## src/rtl/pe_ctrl_pkg.sv

```systemverilog
// Shared types for the PE chain sequencer: FSM state encoding and the
// default chain pipeline depth.
package pe_ctrl_pkg;

    typedef enum logic [2:0] {
        IDLE,
        LOAD_W,
        STREAM,
        DRAIN,
        DONE
    } state_e;

    localparam int DEF_NUM_PE = 8;
    localparam int DEF_PE_LAT = 2;
    localparam int D          = DEF_NUM_PE * DEF_PE_LAT;

    // Valid-pipe depth equals the end-to-end latency of the PE chain.
    function automatic int pipe_depth(input int num_pe, input int pe_lat);
        return num_pe * pe_lat;
    endfunction

endpackage

```

## src/rtl/valid_delay_line.sv

```systemverilog
// DEPTH-stage valid shift register with synchronous clear. any_valid reports
// whether any valid bit is still in the line on the next cycle.
module valid_delay_line #(
    parameter int DEPTH = 16
) (
    input  logic clk,
    input  logic rst_n,
    input  logic clr,
    input  logic din,
    output logic dout,
    output logic any_valid
);

    logic [DEPTH-1:0] pipe_q, pipe_d;

    always_comb begin
        pipe_d = '0;
        if (!clr) begin
            pipe_d = DEPTH'({pipe_q, din});
        end
    end

    always_ff @(posedge clk or negedge rst_n) begin
        if (!rst_n) begin
            pipe_q <= '0;
        end else begin
            pipe_q <= pipe_d;
        end
    end

    assign dout      = pipe_q[DEPTH-1];
    // Looks at next-cycle contents so the owner can retire on the final output.
    assign any_valid = |pipe_d;

endmodule

```

## src/rtl/pe_chain_ctrl.sv

```systemverilog
// Job sequencer for a weight-stationary PE chain: weight preload, activation
// streaming, output tracking. Optional PE_CTRL_PERF_CNT_EN adds perf_cycles.
module pe_chain_ctrl
    import pe_ctrl_pkg::*;
#(
    parameter int NUM_PE = DEF_NUM_PE,
    parameter int PE_LAT = DEF_PE_LAT,
    parameter int ADDR_W = 10,
    parameter int LEN_W  = 10
) (
    input  logic                      clk,
    input  logic                      rst_n,
    input  logic                      start,
    input  logic                      abort,
    input  logic [LEN_W-1:0]          cfg_len,
    input  logic [ADDR_W-1:0]         cfg_w_base,
    input  logic [ADDR_W-1:0]         cfg_a_base,
    output logic                      busy,
    output logic                      done,
    output logic                      w_rd_en,
    output logic [ADDR_W-1:0]         w_rd_addr,
    output logic                      w_load_en,
    output logic [$clog2(NUM_PE)-1:0] w_load_idx,
    output logic                      act_rd_en,
    output logic [ADDR_W-1:0]         act_rd_addr,
    output logic                      act_valid,
    output logic                      out_valid,
    output logic [LEN_W-1:0]          out_idx
`ifdef PE_CTRL_PERF_CNT_EN
    ,
    output logic [31:0]               perf_cycles
`endif
);

    localparam int DEPTH = pipe_depth(NUM_PE, PE_LAT);
    localparam int IDX_W = $clog2(NUM_PE);

    state_e             state_q, state_d;
    logic [LEN_W-1:0]   len_q, len_d;
    logic [ADDR_W-1:0]  a_base_q, a_base_d;
    logic [IDX_W-1:0]   w_cnt_q, w_cnt_d;
    logic [LEN_W-1:0]   a_cnt_q, a_cnt_d;
    logic               busy_q, busy_d;
    logic               done_q, done_d;
    logic               w_rd_en_q, w_rd_en_d;
    logic [ADDR_W-1:0]  w_rd_addr_q, w_rd_addr_d;
    logic               w_load_en_q, w_load_en_d;
    logic [IDX_W-1:0]   w_load_idx_q, w_load_idx_d;
    logic               act_rd_en_q, act_rd_en_d;
    logic [ADDR_W-1:0]  act_rd_addr_q, act_rd_addr_d;
    logic               act_valid_q, act_valid_d;
    logic [LEN_W-1:0]   out_idx_q, out_idx_d;
    logic               pipe_clr;
    logic               pipe_out;
    logic               pipe_any;

    valid_delay_line #(
        .DEPTH(DEPTH)
    ) u_vld_pipe (
        .clk      (clk),
        .rst_n    (rst_n),
        .clr      (pipe_clr),
        .din      (act_valid_q),
        .dout     (pipe_out),
        .any_valid(pipe_any)
    );

    always_comb begin
        state_d       = state_q;
        len_d         = len_q;
        a_base_d      = a_base_q;
        w_cnt_d       = w_cnt_q;
        a_cnt_d       = a_cnt_q;
        done_d        = 1'b0;
        w_rd_en_d     = 1'b0;
        w_rd_addr_d   = w_rd_addr_q;
        w_load_en_d   = w_rd_en_q;
        w_load_idx_d  = w_cnt_q;
        act_rd_en_d   = 1'b0;
        act_rd_addr_d = act_rd_addr_q;
        act_valid_d   = act_rd_en_q;
        out_idx_d     = pipe_out ? out_idx_q + LEN_W'(1) : out_idx_q;
        pipe_clr      = 1'b0;

        unique case (state_q)
            IDLE: begin
                if (start) begin
                    state_d     = LOAD_W;
                    len_d       = cfg_len;
                    a_base_d    = cfg_a_base;
                    w_cnt_d     = '0;
                    w_rd_en_d   = 1'b1;
                    w_rd_addr_d = cfg_w_base;
                    out_idx_d   = '0;
                end
            end
            LOAD_W: begin
                if (w_cnt_q == IDX_W'(NUM_PE - 1)) begin
                    if (len_q == '0) begin
                        state_d = DONE;
                        done_d  = 1'b1;
                    end else begin
                        state_d       = STREAM;
                        a_cnt_d       = '0;
                        act_rd_en_d   = 1'b1;
                        act_rd_addr_d = a_base_q;
                    end
                end else begin
                    w_cnt_d     = w_cnt_q + IDX_W'(1);
                    w_rd_en_d   = 1'b1;
                    w_rd_addr_d = w_rd_addr_q + ADDR_W'(1);
                end
            end
            STREAM: begin
                if (a_cnt_q == len_q - LEN_W'(1)) begin
                    state_d = DRAIN;
                end else begin
                    a_cnt_d       = a_cnt_q + LEN_W'(1);
                    act_rd_en_d   = 1'b1;
                    act_rd_addr_d = act_rd_addr_q + ADDR_W'(1);
                end
            end
            DRAIN: begin
                // Retire so that done lands the cycle after the last output.
                if (!pipe_any) begin
                    state_d = DONE;
                    done_d  = 1'b1;
                end
            end
            DONE: begin
                state_d = IDLE;
            end
            default: begin
                state_d = IDLE;
            end
        endcase

        if (abort && state_q != IDLE) begin
            state_d     = IDLE;
            done_d      = 1'b0;
            w_rd_en_d   = 1'b0;
            w_load_en_d = 1'b0;
            act_rd_en_d = 1'b0;
            act_valid_d = 1'b0;
            pipe_clr    = 1'b1;
        end

        busy_d = (state_d != IDLE);
    end

    always_ff @(posedge clk or negedge rst_n) begin
        if (!rst_n) begin
            state_q       <= IDLE;
            len_q         <= '0;
            a_base_q      <= '0;
            w_cnt_q       <= '0;
            a_cnt_q       <= '0;
            busy_q        <= 1'b0;
            done_q        <= 1'b0;
            w_rd_en_q     <= 1'b0;
            w_rd_addr_q   <= '0;
            w_load_en_q   <= 1'b0;
            w_load_idx_q  <= '0;
            act_rd_en_q   <= 1'b0;
            act_rd_addr_q <= '0;
            act_valid_q   <= 1'b0;
            out_idx_q     <= '0;
        end else begin
            state_q       <= state_d;
            len_q         <= len_d;
            a_base_q      <= a_base_d;
            w_cnt_q       <= w_cnt_d;
            a_cnt_q       <= a_cnt_d;
            busy_q        <= busy_d;
            done_q        <= done_d;
            w_rd_en_q     <= w_rd_en_d;
            w_rd_addr_q   <= w_rd_addr_d;
            w_load_en_q   <= w_load_en_d;
            w_load_idx_q  <= w_load_idx_d;
            act_rd_en_q   <= act_rd_en_d;
            act_rd_addr_q <= act_rd_addr_d;
            act_valid_q   <= act_valid_d;
            out_idx_q     <= out_idx_d;
        end
    end

    assign busy        = busy_q;
    assign done        = done_q;
    assign w_rd_en     = w_rd_en_q;
    assign w_rd_addr   = w_rd_addr_q;
    assign w_load_en   = w_load_en_q;
    assign w_load_idx  = w_load_idx_q;
    assign act_rd_en   = act_rd_en_q;
    assign act_rd_addr = act_rd_addr_q;
    assign act_valid   = act_valid_q;
    assign out_valid   = pipe_out;
    assign out_idx     = out_idx_q;

`ifdef PE_CTRL_PERF_CNT_EN
    logic [31:0] perf_q, perf_d;

    always_comb begin
        perf_d = perf_q;
        if (state_q == IDLE && start) begin
            perf_d = '0;
        end else if (busy_q && perf_q != '1) begin
            perf_d = perf_q + 32'd1;
        end
    end

    always_ff @(posedge clk or negedge rst_n) begin
        if (!rst_n) begin
            perf_q <= '0;
        end else begin
            perf_q <= perf_d;
        end
    end

    assign perf_cycles = perf_q;
`endif

endmodule
```

## config.mk

```make
export PLATFORM = sky130hd
export DESIGN_NAME = pe_chain_ctrl
export DESIGN_NICKNAME = d
export VERILOG_FILES = /design/src/rtl/pe_ctrl_pkg.sv /design/src/rtl/valid_delay_line.sv /design/src/rtl/pe_chain_ctrl.sv
export SDC_FILE = /design/constraint.sdc
export NUM_CORES = 1
export LEC_CHECK = 0
export BUFFER_PORTS_ARGS = -buffer_cell sky130_fd_sc_hd__buf_2
export CORE_ASPECT_RATIO = 1.25
export CORE_UTILIZATION = 40
export DETAILED_ROUTE_END_ITERATION = 12
export SLEW_MARGIN = 0
export SYNTH_ARGS = -nofsm -noshare
export SYNTH_HDL_FRONTEND = slang
export SYNTH_SLANG_ARGS = --single-unit
```

## constraint.sdc

```tcl
create_clock -name clk -period 3.6 [get_ports clk]
set_input_delay 0.54 -clock clk [delete_from_list [all_inputs] [get_ports clk]]
set_output_delay 0.54 -clock clk [all_outputs]
set_load 0.02 [all_outputs]
```

After elaboration in Yosys (flattened, before gate mapping)
Cells that the tools add are included.
W data, S select, Z words.
{"block": "totals", "register_bits": 91, "inputBits": 34, "word_cells": 85, "output_inout_bits": 40}
{"block": "op_classes", "n_eq_ne": 10, "reduce_logical": 11, "addsub": 6, "mux": 42}
{"operator": "$mux W10", "count": 11}
{"operator": "$pmux W10 S2", "count": 3}
{"operator": "$add A10 B1 Y10 const B", "count": 4}
{"operator": "$mux W3", "count": 8}
{"operator": "$mux W16", "count": 1}
{"operator": "$reduce_or A16 Y1", "count": 1}
{"operator": "$mux W1", "count": 14}
{"operator": "$pmux W3 S4", "count": 1}
{"operator": "$eq A10 B10 Y1", "count": 1}
{"operator": "$logic_not A10 Y1", "count": 1}
{"operator": "$ne A2 B2 Y1 const B", "count": 5}
{"operator": "$sub A10 B1 Y10 const B", "count": 1}
{"operator": "$eq A3 B2 Y1 const B", "count": 2}
{"operator": "$pmux W1 S2", "count": 3}
{"operator": "$pmux W3 S2", "count": 1}
{"operator": "$reduce_bool A3 Y1", "count": 2}
{"operator": "$reduce_and A4 Y1", "count": 1}
{"operator": "$reduce_bool A2 Y1", "count": 2}
{"operator": "$add A3 B1 Y3 const B", "count": 1}
{"operator": "$eq A3 B1 Y1 const B", "count": 1}
{"operator": "$eq A3 B3 Y1 const B", "count": 1}
{"operator": "$logic_not A3 Y1", "count": 1}
{"operator": "$reduce_and A3 Y1", "count": 1}
{"operator": "$reduce_and A2 Y1", "count": 1}
{"operator": "$logic_and A1 B1 Y1", "count": 1}

Depth between registers and ports, before layout
Gate-level depths: netlist of the first run.
{"block": "logic_depth", "ltp_word": 9, "depth_mapped": 10, "mapped_depth_nobuf": 9}

By module
A second synthesis of the first run with hierarchy kept.
{"block": "unflattened", "cells_unflattened": 431, "hier_area_um2": 4503.1}
{"mod": "pe_chain_ctrl", "cells_each": 393, "area_each_um2": 3931.3, "n_inst": 1, "seq_area_each_um2": 1876.8}
{"mod": "valid_delay_line", "cells_each": 38, "area_each_um2": 571.8, "n_inst": 1, "seq_area_each_um2": 400.4}

Worst setup path after synthesis of the first run
No wires, ideal clock.
{"block": "synth_path", "path_kind": "reg2reg", "startpoint": "register len_q[0]", "endpoint": "register act_rd_addr_q[5] (netlist: act_rd_addr[5])", "setup_ns": 0.123, "period_less_slack_ns": 2.552, "required_ns": 3.477, "setup_slack_ns": 1.048, "t_arrival_ns": 2.429, "path_stages_with_launch": 11, "n_path_buf": 1, "cell_sequence": "dfrtp_1 inv_1 ha_1 nor2b_1 a21oi_1 a211o_1 a221oi_4 a21oi_4 or2_1 buf_6 o221a_1"}
{"block": "synth_between", "elab_chain_cells": 4, "elab_cells_between_ends": 6, "classes_between": "add/sub (1); eq/ne (3); reduce/logical (2)"}
{"element": "start, declared", "line": "pe_chain_ctrl.sv:39", "text": "logic [LEN_W-1:0] len_q, len_d;"}
{"element": "start signal, assigned", "line": "pe_chain_ctrl.sv:170", "text": "len_q <= len_d;"}
{"element": "$sub A10 B1 Y10", "line": "pe_chain_ctrl.sv:115", "text": "if (a_cnt_q == len_q - LEN_W'(1)) begin"}
{"element": "$eq A10 B10 Y1", "line": "pe_chain_ctrl.sv:115"}
{"element": "$ne A2 B2 Y1 (no line)"}
{"element": "$reduce_and A4 Y1 (no line) *"}
{"element": "end signal, assigned", "line": "pe_chain_ctrl.sv:181", "text": "act_rd_addr_q <= act_rd_addr_d;"}
{"element": "end, declared", "line": "pe_chain_ctrl.sv:50", "text": "logic [ADDR_W-1:0] act_rd_addr_q, act_rd_addr_d;"}
Mark *: on every way between the ends. The rest lies on a longest branch, timed or not.
A chain may end at the register's enable or synchronous reset.

Worst setup path in the final report of the first run
Ends and elaborated chain as after synthesis.

==> results.cfg, run 1 <==
[final_layout]
drive_gt1_share_pct = 24.6
fin_util_pct = 48.8
fin_area_um2 = 5210
fin_nets = 542
n_fill_cell = 1034
syn_to_final_growth_pct = 18.0
diodes = 0

[grt]
track_usage_pct = 18.8
grt_antenna_before_repair = 0
globalRouteOverflowTotal = 0
grt_pass1_wl_um = 16600
grt_max_degree = 37
first_global_vias = 3489

[power_and_ir_drop]
power_switching_share_pct = 38.2
p_sw_mw = 1.53
p_leak_nw = 2.48
p_seq_share_pct = 41.2
ir_drop_v = 0.000466
p_total_mw = 4.00
internal_power_mw = 2.47
p_clk_share_pct = 23.2
power_frac_comb_pct = 35.6
power.density_nw_per_um2 = 767

[synthesis]
synthTopCellsByArea = dfrtp_1 (52%), mux2_2 (4.3%), nand2_1 (3.2%)
yosysSeqAreaShare_pct = 51.6
synth_nets = 469
yosysUniqueCellTypes = 56
avgSynthCellArea_um2 = 10.3
synth_edf_count = 0
syn_area_um2 = 4410
yosysWarnings = 0
synth_top_area_share_pct = 51.6
async_reset_ff_share_pct = 100
ys_ff_latch = 91
syn_inst = 428
synth_top_area_cell = dfrtp_1
yosys_most_used_dff = dfrtp_1

[floorplanning]
die_y_um = 119
start_util_pct = 41.4
ios = 74
rows = 42
dieArea_um2 = 11500
die_w_um = 95.9
core_um2 = 10700

[cts]
clock_path_buffers = 2
cts_tree = done
cts_hold_buffers = 0
numCtsBuffers = 9
cts.sinks = 91
clockRootBuffer = clkbuf_16
post-cts-setup-buffer-count = 0
cts_max_level = 3
clk_latency_ns = 0.34
cts_resized = 0
clk_pin_slew_ns = 0.06

[detailed_routing]
drtAntennaViolNets = 0
firstDrtPassIters = 4
routed.top_layer = met4
wl_met1_um = 4410
met3_wirelength_um = 449
route.met2.wl_um = 4870
first_iter_violations = 140
vias = 3485
vias_per_cell = 5.48
wl_per_cell_um = 15.5
drt-total-wl_um = 9890
drc_errors = 0

[setup_path]
worstSetupStartpoint = len_q[0]
crit_family = compound AO/OA/AOI/OAI gates
arrival_ns = 3.09
cp_slowest_stage_delay_ns = 0.44
rr_startpoint = len_q[0]
crit_type = reg -> reg
worstPathRequired_ns = 3.82
cp_num_buf_inv = 1
end_kind = register
critPathLaunchType = register
path_max_fanout = 11
path_cells = inv_1 > ha_1 > nor2b_1 > a21oi_1 > a211o_1 > a221oi_4 > a21oi_4 > or2_1 > o221a_1
cpMaxStageDelayCell = dfrtp_1

[placed_design]
dp_hpwl_um = 6980
dpl-instance-area_um2 = 4920
gp_congestion = 0.836
post-place-ws_ns = 0.758
numPortBuffers = 73

[sta]
hold_viol_final = 0
rsz0062_at_grt = false
fmax_mhz = 348
finalSetupTns_ns = 0
worst_pin_slew_ns = 0.840
setup_slack_ns = 0.728
finalMaxSlewViolations = 0
skew_ns = 0.00713
report.final.setup_viol = 0
maxSlewHeadroom_pct = 43.8
period_needed_ns = 2.87
post-route-period-util_pct = 79.8

[run_status]
outcome = completed

[worst_hold_path]
hold_path.class = in -> async

[job]
cap_violations = 0
[layout make-up]
cell class | count | area [µm²] | share of cell area, %
Clock buffer | 10 | 239 | 4.59
Tap cell | 132 | 165 | 3.17
Timing Repair Buffer | 79 | 413 | 7.93
Clock inverter | 4 | 52.6 | 1.01
Multi-Input combinational cell | 312 | 2030 | 39.0
Inverter | 8 | 30.0 | 0.577
Sequential cell | 91 | 2280 | 43.7
[synthesized netlist by cell type, types with 3 or more instances]
library cell / n
or3_1: 5
mux2i_1: 7
dfrtp_1: 91
xnor2_1: 6
nor3_1: 12
o21ai_0: 24
nor2b_1: 3
ha_1: 7
nand3_1: 7
and2_1: 21
clkbuf_1: 12
xor2_1: 11
o32ai_1: 3
a31oi_1: 7
a211oi_1: 5
nor4_1: 5
o22ai_1: 5
nand2_1: 38
nor2_1: 36
nand4_1: 13
mux2_2: 17
and3_1: 11
inv_1: 8
nand2b_1: 6
a21oi_1: 23
a31o_2: 3
[registers in the layout, indices dropped and copies added, names as in the netlist, 3 cells and up]
name	cells
state_q	3
w_cnt_q	3
w_rd_addr	10
act_rd_addr	10
a_base_q	10
a_cnt_q	10
u_vld_pipe.pipe_q	16
out_idx	10
len_q	10
w_load_idx	3
[metal layers]
metal | global-route usage [%] | vias up
met1 | 24.0 | 1694
met3 | 4.34 | 16
met2 | 30.9 | 90
met5 | 0 | -
li1 | - | 1685
met4 | 6.34 | 0
[power by group through the flow]
stage | sequential, mW | combinational, mW | clock (mW)
global placement | 1.65 | 1.39 | 0
global route | 1.70 | 1.59 | 0.994
detailed placement | 1.66 | 1.43 | 0
finish | 1.65 | 1.42 | 0.928
floorplan | 1.75 | 0.884 | 0
CTS | 1.64 | 1.44 | 0.957
[placed cells by master (no fill, tap or decap), types with 3 or more instances in the layout]
cell	Yosys	routed
mux2i_1	7	7
a211oi_1	5	5
mux2_2	17	17
or3_1	5	5
nor4_1	5	5
and2_1	21	21
nor2b_1	3	3
o21ai_0	24	24
clkbuf_16	0	9
nand3_1	7	7
a21oi_1	23	23
buf_2	2	72
o32ai_1	3	3
nand2b_1	6	6
dfrtp_1	91	91
nand4_1	13	13
xnor2_1	6	6
ha_1	7	7
a31o_2	3	3
and3_1	11	11
xor2_1	11	11
nor2_1	36	36
nor3_1	12	12
a31oi_1	7	7
nand2_1	38	38
o22ai_1	5	5
buf_4	0	7
inv_1	8	8
[cells by family after synthesis]
logic type               count (synthesis)  share of synthesized area (%)
XOR/XNOR                                18                           3.89
adder cells (fa/ha/maj)                  7                           1.99
multiplexers                            24                           5.93
flip-flops                              91                           51.6
AO/OA/AOI/OAI                           93                           14.2
buffers and inverters                   25                           2.35
AND/OR/NAND/NOR                        170                           20.1
[stage by stage]
stage          instances  hold slack [ns]
3_5_place_dp         622            0.400
6_report             636            0.151
3_3_place_gp         622            0.392
4_1_cts              636            0.164
5_1_grt              636            0.175
2_1_floorplan        428            0.244
[worst paths after layout]
| check | depth (start not counted) | slack, ns | endpoint |
|---|---|---|---|
| setup / recovery | 9 | 0.73 | act_rd_addr[5] |
| hold / removal | 1 | 0.15 | out_idx[0] |
| setup reg to reg | 9 | 0.73 | act_rd_addr[5] |
| hold reg to reg | 0 | 0.43 | w_load_idx[2] |
| max in group asynchronous | 2 | 2.61 | act_rd_addr[4] |
| min in group clk | 3 | 0.41 | len_q[0] |
Power figures use the tool's default switching activity.
==> run 2: changes to the inputs <==
--- a/config.mk
+++ b/config.mk
@@ -5,6 +5,7 @@
 export SDC_FILE = /design/constraint.sdc
 export NUM_CORES = 1
 export LEC_CHECK = 0
+export ABC_AREA = 1
 export BUFFER_PORTS_ARGS = -buffer_cell sky130_fd_sc_hd__buf_2
 export CORE_ASPECT_RATIO = 1.25
 export CORE_UTILIZATION = 40
==> constraint.sdc (replaced) <==
create_clock -name clk -period 2.98 [get_ports clk]
set_input_delay 0.447 -clock clk [delete_from_list [all_inputs] [get_ports clk]]
set_output_delay 0.447 -clock clk [all_outputs]
set_load 0.02 [all_outputs]
==> run 2 against run 1 <==
  * Combinational power is 21% higher
  * Critical path depth stayed put
  * Clock power is 27% higher
  * Via count is 16% higher
  * Count of clock-buffer cells in the layout stayed put
  * Critical path type unchanged
==> results.cfg, run 2 <==
[synthesis]
syn_inst = 601
yosysSeqAreaShare_pct = 46.8
yosysMostFrequentCell = nand2_1
yosys_most_used_dff = dfrtp_1
synth_nets = 642
async_reset_ff_share_pct = 100
yosysUniqueCellTypes = 37
yosysWarnings = 0
synth_top_area_share_pct = 46.8
ys_ff_latch = 91
syn_area_um2 = 4870
synthTopCellsByArea = dfrtp_1 (47%), nand2_1 (13%), nand3_2 (5.8%)
avgSynthCellArea_um2 = 8.10
synth_edf_count = 0
yosys-top-cells-count = nand2_1 (166), dfrtp_1 (91), nor2_1 (64)
synth_top_area_cell = dfrtp_1

[cts]
clk_latency_ns = 0.35
cts_max_level = 3
post-cts-setup-buffer-count = 0
cts_hold_buffers = 0
cts.sinks = 91
cts_resized = 0
numCtsBuffers = 9
clock_path_buffers = 2
clockRootBuffer = clkbuf_16
clk_pin_slew_ns = 0.07
cts_tree = done

[power_and_ir_drop]
ir_drop_v = 0.000462
power_frac_comb_pct = 36.0
p_leak_nw = 2.91
p_clk_share_pct = 24.8
internal_power_mw = 2.85
p_seq_share_pct = 39.2
p_sw_mw = 1.93
power.density_nw_per_um2 = 843
power_switching_share_pct = 40.4

[final_layout]
layout_commonest_cell = nand2_1
most-common-layout-cells = nand2_1 (166), dfrtp_1 (91), buf_2 (72)
largest_reg_flops = 16
syn_to_final_growth_pct = 16.4
fin_nets = 710
drive_gt1_share_pct = 22.0
diodes = 0
fin_area_um2 = 5670
largest-register = u_vld_pipe.pipe_q

[setup_path]
crit_type = reg -> reg
critPathLaunchType = register
rr_startpoint = state_q[2]
arrival_ns = 2.71
end_kind = register
r2r.worst_path.cells = 9
worstSetupStartpoint = state_q[2]
rr_endpoint = busy
r2r_slack_ns = 0.51
path_max_fanout = 16
worstPathRequired_ns = 3.22
critPathCapture = busy

[floorplanning]
die_y_um = 125
ios = 74
die_w_um = 101
rows = 44
start_util_pct = 41.5
core_um2 = 11700
dieArea_um2 = 12600

[placed_design]
gp_congestion = 0.773
dpl-instance-area_um2 = 5360
numPortBuffers = 73
dp_hpwl_um = 7520

[sta]
finalSetupTns_ns = 0
hold_viol_final = 0
report.final.setup_viol = 0
maxSlewHeadroom_pct = 55.6
worst_pin_slew_ns = 0.665
finalMaxSlewViolations = 0
period_needed_ns = 2.47
post-route-period-util_pct = 82.8
skew_ns = 0.00645
fmax_mhz = 405
rsz0062_at_grt = false

[grt]
grt_max_degree = 48
globalRouteOverflowTotal = 0
grt_antenna_before_repair = 0
grt_pass1_wl_um = 18200
track_usage_pct = 18.4
first_global_vias = 3983

[job]
cap_violations = 0

[detailed_routing]
drtAntennaViolNets = 0
first_iter_violations = 140
vias_per_cell = 4.85
wl_per_cell_um = 12.9
drt-total-wl_um = 10800
firstDrtPassIters = 4
drc_errors = 0
vias = 4052

[worst_hold_path]
hold_path.class = in -> async

[run_status]
outcome = completed
run 2: cell types whose count changed after synthesis, sizes merged, moves of 10 or more:
cell | previous run | this run
and2 | 21 | 0
nand3 | 8 | 69
mux2 | 17 | 0
o21ai | 25 | 41
inv | 8 | 64
nand2 | 38 | 170
and3 | 11 | 1
nor2 | 36 | 69
run 2: power by group through the flow:
stage               clock [mW]  combinational [mW]  sequential, mW
finish                    1.18                1.72            1.87
global placement             0                1.70            1.88
floorplan                    0                1.13            2.00
CTS                       1.22                1.75            1.88
global route              1.26                1.97            1.93
detailed placement           0                1.75            1.89
run 2: kinds of logic after synthesis:
family | after synthesis | share of synthesized area [%]
buffers and inverters | 86 | 7.79
DFF | 91 | 46.8
and+or+nand+nor | 328 | 32.3
adders and majority gates | 7 | 1.80
xor gates and xnor gates | 18 | 3.24
AOI/OAI and AO/OA | 71 | 8.12
run 2: metal layers:
layer  vias to the layer above  global-route usage, %  wire length [µm]  part of all wire [%]
met2                        74                   30.5              5290                    49
met4                         0                   8.78               253                   2.4
met5                         -                      0                 0                     0
li1                       2054                      -                 -                     -
met3                        18                   2.63               329                   3.1
met1                      1906                   23.4              4880                    45
run 2: layout make-up:
| cell class | count | area [µm²] |
|---|---|---|
| Clock buffer | 10 | 239 |
| Clock inverter | 6 | 72.6 |
| Fill cell | 1200 | 6060 |
| Inverter | 64 | 240 |
| Multi-Input combinational cell | 424 | 2210 |
| Sequential cell | 91 | 2280 |
| Tap cell | 161 | 201 |
| Timing Repair Buffer | 79 | 425 |
run 2: worst min-delay path by stage:
stage	startpoint	end	slack [ns]	cells after the start
floorplan	rst_n	a_base_q[0]	0.15	0
global placement	w_cnt_q[1]	w_load_idx[1]	0.39	0
detailed placement	w_cnt_q[2]	w_load_idx[2]	0.40	0
CTS	rst_n	len_q[5]	0.14	1
global route	rst_n	len_q[1]	0.17	1
finish	rst_n	len_q[5]	0.12	1
run 2: metrics by stage:
step                power [mW]  hold slack (ns)  setup WS (ns)  util [%]  std cells
global placement          3.59            0.387          0.531      45.7        819
global route              5.16            0.168          0.194      48.3        835
CTS                       4.85            0.141          0.445      48.3        835
floorplan                 3.13            0.151           1.20         -        601
finish                    4.78            0.122          0.511      48.3        835
detailed placement        3.64            0.396          0.459      45.7        819
run 2: critical path, cell delays in order (launching register included):
cell and delay, ns:
dfrtp_1 0.42, nor2_2 0.07, nand2_1 0.38, nor2_1 0.11, nor2_1 0.53, inv_1 0.41
a21oi_1 0.21, nand2_1 0.07, nand2_1 0.08, nand2_1 0.06
